### src/rtl/ldst_sequencer.sv
// ldst_sequencer: issues one load or store per command handshake to the
// somador / registrador / memoria datapath. It holds the adder operands
// and register indices for the whole command and pulses the register-file
// or memory write enable in the right cycle. Address faults from subtract
// underflow or out-of-range results end the command with err and no write.
module ldst_sequencer #(
  parameter int READ_LAT  = 1,
  parameter int MEM_DEPTH = 64
) (
  input  logic       clk,
  input  logic       rst_n,
  input  logic       cmd_valid,
  output logic       cmd_ready,
  input  logic       cmd_op,
  input  logic [4:0] cmd_a,
  input  logic [4:0] cmd_b,
  input  logic       cmd_sub,
  input  logic [4:0] cmd_reg,
  output logic [4:0] add_a,
  output logic [4:0] add_b,
  output logic       add_sinal,
  input  logic [5:0] add_res,
  output logic [4:0] reg_ra,
  output logic [4:0] reg_rw,
  output logic       reg_we,
  output logic       mem_we,
  output logic       done,
  output logic       err
);

  typedef enum logic [2:0] {
    S_IDLE    = 3'd0,
    S_ADDR    = 3'd1,
    S_MEM_WR  = 3'd2,
    S_RD_WAIT = 3'd3,
    S_REG_WR  = 3'd4,
    S_DONE    = 3'd5
  } state_t;

  // Depth compared on 7 bits so MEM_DEPTH = 64 stays representable.
  localparam logic [6:0] DEPTH_LIM = 7'(MEM_DEPTH);
  // Last value of the read-wait counter: RD_WAIT lasts READ_LAT cycles.
  localparam logic [2:0] WAIT_LAST = 3'(READ_LAT - 1);

  state_t     state;
  state_t     state_nxt;
  logic       op_q;
  logic [4:0] a_q;
  logic [4:0] b_q;
  logic       sub_q;
  logic [4:0] reg_q;
  logic       err_q;
  logic [2:0] wait_cnt;
  logic       accept;
  logic       wait_last;

  // Address fault: a subtract that would go negative (the 6-bit adder result
  // wraps and could otherwise look legal), or a result beyond the memory.
  function automatic logic addr_fault(input logic       sub,
                                      input logic [4:0] a,
                                      input logic [4:0] b,
                                      input logic [5:0] res);
    logic under;
    logic range;
    under = sub && (a < b);
    range = ({1'b0, res} >= DEPTH_LIM);
    return under || range;
  endfunction

  assign accept    = cmd_valid && (state == S_IDLE);
  assign wait_last = (wait_cnt == WAIT_LAST);

  // State register.
  always_ff @(posedge clk) begin
    if (!rst_n) begin
      state <= S_IDLE;
    end else begin
      state <= state_nxt;
    end
  end

  // Next-state decode.
  always_comb begin
    state_nxt = state;
    case (state)
      S_IDLE: begin
        if (accept) begin
          state_nxt = S_ADDR;
        end
      end
      S_ADDR: begin
        if (addr_fault(sub_q, a_q, b_q, add_res)) begin
          state_nxt = S_DONE;
        end else if (op_q) begin
          state_nxt = S_MEM_WR;
        end else begin
          state_nxt = S_RD_WAIT;
        end
      end
      S_MEM_WR:  state_nxt = S_DONE;
      S_RD_WAIT: begin
        if (wait_last) begin
          state_nxt = S_REG_WR;
        end
      end
      S_REG_WR:  state_nxt = S_DONE;
      S_DONE:    state_nxt = S_IDLE;
      default:   state_nxt = S_IDLE;
    endcase
  end

  // Command capture at the handshake; values are held until the next accept.
  always_ff @(posedge clk) begin
    if (!rst_n) begin
      op_q  <= 1'b0;
      a_q   <= 5'd0;
      b_q   <= 5'd0;
      sub_q <= 1'b0;
      reg_q <= 5'd0;
    end else if (accept) begin
      op_q  <= cmd_op;
      a_q   <= cmd_a;
      b_q   <= cmd_b;
      sub_q <= cmd_sub;
      reg_q <= cmd_reg;
    end
  end

  // Read-wait counter and the fault flag sampled at the end of ADDR.
  always_ff @(posedge clk) begin
    if (!rst_n) begin
      wait_cnt <= 3'd0;
      err_q    <= 1'b0;
    end else begin
      if (state == S_RD_WAIT) begin
        wait_cnt <= wait_cnt + 3'd1;
      end else begin
        wait_cnt <= 3'd0;
      end
      if (accept) begin
        err_q <= 1'b0;
      end else if (state == S_ADDR) begin
        err_q <= addr_fault(sub_q, a_q, b_q, add_res);
      end
    end
  end

  // Strobes decoded from the state; write enables are mutually exclusive.
  always_comb begin
    cmd_ready = (state == S_IDLE);
    mem_we    = (state == S_MEM_WR);
    reg_we    = (state == S_REG_WR);
    done      = (state == S_DONE);
    err       = (state == S_DONE) && err_q;
  end

  assign add_a     = a_q;
  assign add_b     = b_q;
  assign add_sinal = sub_q;
  assign reg_ra    = reg_q;
  assign reg_rw    = reg_q;

endmodule

### config.mk
export PLATFORM = sky130hd
export DESIGN_NAME = ldst_sequencer
export DESIGN_NICKNAME = d
export VERILOG_FILES = /design/src/rtl/ldst_sequencer.sv
export SDC_FILE = /design/constraint.sdc
export NUM_CORES = 1
export LEC_CHECK = 0
export ABC_AREA = 1
export BUFFER_PORTS_ARGS = -buffer_cell sky130_fd_sc_hd__buf_2
export CAP_MARGIN = 5
export CELL_PAD_IN_SITES_DETAIL_PLACEMENT = 0
export CELL_PAD_IN_SITES_GLOBAL_PLACEMENT = 1
export CORE_AREA = 10 10 67 75
export DETAILED_ROUTE_END_ITERATION = 8
export DIE_AREA = 0 0 77 85
export PLACE_DENSITY = 0.91
export SLEW_MARGIN = 10
export SYNTH_ARGS = -nofsm -noshare
export SYNTH_HDL_FRONTEND = slang
export SYNTH_SLANG_ARGS = --single-unit
export TNS_END_PERCENT = 30
### constraint.sdc
create_clock -name clk -period 2 [get_ports clk]
set_input_delay 0.4 -clock clk [delete_from_list [all_inputs] [get_ports clk]]
set_output_delay 0.4 -clock clk [all_outputs]
set_load 0.005 [all_outputs]
==> flow_metrics.py <==
metrics = {
    "synth": {
        "synth_area_per_cell_um2": 7.70,
        "ys_ff_latch": 24,
        "seq_area_frac_synth_pct": 41.3,
        "netlist_area_mm2": 0.00116,
        "ys_warn_count": 0,
        "synth_edf_count": 0,
        "synth_cell_types": 23,
        "ys.flop_type": "dfxtp_1",
        "synth_cells": 151,
        "synthArstFlopShare_pct": 0,
        "syn-num-nets": 183,
    },
    "setup_path": {
        "critPathLaunchType": "flip-flop",
        "crit_slowest_cell": "dfxtp_1",
        "path_max_fanout": 9,
        "cp.arrival_ns": 1.22,
        "cp.required_ns": 1.60,
        "ff2ff_path_depth": 6,
        "critPathKind": "reg -> out",
        "cp_cell_sequence": "nor2_2, inv_2, nor2_4, buf_2",
        "cp_slowest_stage_delay_ns": 0.35,
        "end_kind": "output pin",
    },
    "worst_hold_path": {
        "holdCritPathClass": "in -> reg",
        "worstHoldPathCells": 3,
    },
    "power_and_ir_drop": {
        "pwr-share-clk_pct": 24.2,
        "irDropWorstVdd_v": 0.000339,
        "p_per_area_mw_per_mm2": 830,
        "seqPwrFrac_pct": 47.8,
        "power.internal_uw": 794,
        "switching_share_pct": 32.4,
        "p_leak_uw": 0.000691,
        "p_sw_uw": 380,
        "share_comb_of_total_power_pct": 28.0,
    },
    "global_routing": {
        "antenna_found_initial": 0,
        "grt_overflow_total": 0,
        "grt_pass1_vias": 1089,
        "grt_start_max_net_pins": 25,
        "grt_first_pass_wirelength_mm": 4.93,
        "grt_use_total_pct": 8.98,
    },
    "timing": {
        "setup_violations": 0,
        "maxSlewHeadroom_pct": 72.3,
        "fin_crit_ns": 1.62,
        "hold_viol": 0,
        "rsz0062_at_grt": "no",
        "worst_pin_slew_ns": 0.415,
        "fin_hold_ws_ns": 0.396,
        "drv_slew": 0,
        "clock_skew_ns": 0.00331,
        "finalSetupTns_ns": 0,
        "period_share_pct": 81.2,
        "fmax_mhz": 616,
        "setup_ws_ns": 0.377,
    },
    "route": {
        "route.detailed.drc": 0,
        "vias": 1049,
        "drt_iter0_markers": 37,
        "wl_per_cell_um": 12.4,
        "antenna_left": 0,
        "routed_wl_mm": 2.97,
        "drt-pass1-iter-count": 4,
        "post_drt_via_cell_ratio": 4.39,
    },
    "layout": {
        "drive_above_1_share_pct": 32.8,
        "mostFrequentLayoutCell": "buf_2",
        "mostFrequentLayoutCells": "45 x buf_2, 28 x nand2_1, 24 x dfxtp_1",
        "syn2layout_area_growth_pct": 21.7,
        "num_antenna_cells": 0,
        "n_fill_cell": 389,
        "fin_nets": 223,
    },
    "clock_tree": {
        "cts.sinks": 24,
        "numCtsBuffers": 3,
        "cts_resized": 0,
        "cts_setup_buffers": 0,
        "cts_root_buffer": "clkbuf_8",
        "cts_hold_buf": 0,
        "clock_path_buffers": 2,
        "h-tree-depth": 1,
        "cts.reportedPaths.clkPinSlew_ns": 0.08,
        "cts_tree": "done",
        "clk_latency_ns": 0.26,
    },
    "placement": {
        "port-buffer-count": 45,
        "place_ws_ns": 0.609,
        "place_hpwl_mm": 2.31,
        "gp_congestion": 0.730,
    },
    "floorplanning": {
        "die_y_um": 85,
        "dieWidth_um": 77,
        "die_area_mm2": 0.00655,
        "rows": 23,
        "start_util_pct": 32.8,
        "ios": 52,
        "coreArea_mm2": 0.00354,
    },
    "run_status": {
        "outcome": "finished clean",
    },
    "job": {
        "maxCapViolCount": 0,
    },
}
## kinds of logic (layout without fill, tap and decap cells)
logic type / Yosys count / after routing / share of synthesized area (%)
xor gates and xnor gates: 1 / 1 / 0.754
AOI/OAI and AO/OA: 31 / 31 / 14.9
and+or+nand+nor: 58 / 58 / 22.9
DFF: 24 / 24 / 41.3
adders and majority gates: 6 / 6 / 6.46
buffers and inverters: 31 / 69 / 13.7
## power by group through the flow
stage               clock network, µW  logic [µW]  registers (µW)
floorplan                           0         240             573
global placement                    0         331             570
detailed placement                  0         335             572
CTS                               292         337             561
global route                      310         380             570
finish                            285         329             561
## final timing paths
check	start	to	slack, ns
hold / removal	cmd_reg[4]	reg_ra[4]$_SDFFE_PN0P_	0.40
hold reg to reg	wait_cnt[0]$_SDFF_PN0_	wait_cnt[0]$_SDFF_PN0_	0.46
setup / recovery	state[0]$_SDFFE_PN0P_	cmd_ready	0.38
setup reg to reg	state[0]$_SDFFE_PN0P_	add_b[1]$_SDFFE_PN0P_	0.60
## metal layers
layer | up-vias | global-route usage [%] | wire [µm]
met5 | - | 0 | 0
met4 | 0 | 2.99 | 17
met3 | 2 | 3.27 | 211
met2 | 35 | 14.7 | 1340
met1 | 462 | 10.6 | 1400
li1 | 550 | - | -
## per-stage QoR
step           cell area [µm²]  util (%)  total power, µW  std cells
3_3_place_gp              1370      38.8              901        236
2_1_floorplan             1160         -              813        151
5_1_grt                   1420      40.0             1260        239
6_report                  1420      40.0             1170        239
4_1_cts                   1420      40.0             1190        239
3_5_place_dp              1370      38.8              907        236
## synth_stat cells, types with 3 or more instances
master	number	area [µm²]
o21ai_2	3	26.3
inv_1	18	67.6
a21oi_1	22	110
ha_1	6	75.1
buf_6	3	33.8
dfxtp_1	24	480
nand2_1	28	105
buf_4	5	37.5
nand3_1	12	60.1
nor2_1	9	33.8
nor2_2	4	25.0
o21ai_0	4	20.0
## critical path, delay by kind of cell (launching register included)
kind | cells | cell delay, ns
buf+inv | 2 | 0.23
flops | 1 | 0.35
simple gates | 2 | 0.38
## state kept, by name, summed over array words and instances (netlist names)
| register | count |
|---|---|
| wait_cnt | 3 |
| err_q | 1 |
| op_q | 1 |
| add_a | 5 |
| add_b | 5 |
| reg_ra | 5 |
| add_sinal | 1 |
| state | 3 |
## final cells by class
type / instances / area (µm²) / area share [%]
repair buffers: 46 / 233 / 16.4
clock buffers: 3 / 41.3 / 2.92
inverters: 20 / 75.1 / 5.31
well taps: 50 / 62.6 / 4.42
flip-flops and latches: 24 / 480 / 34.0
multi-input cells: 96 / 523 / 37.0
Note: power is estimated with default switching activity, not from simulation.
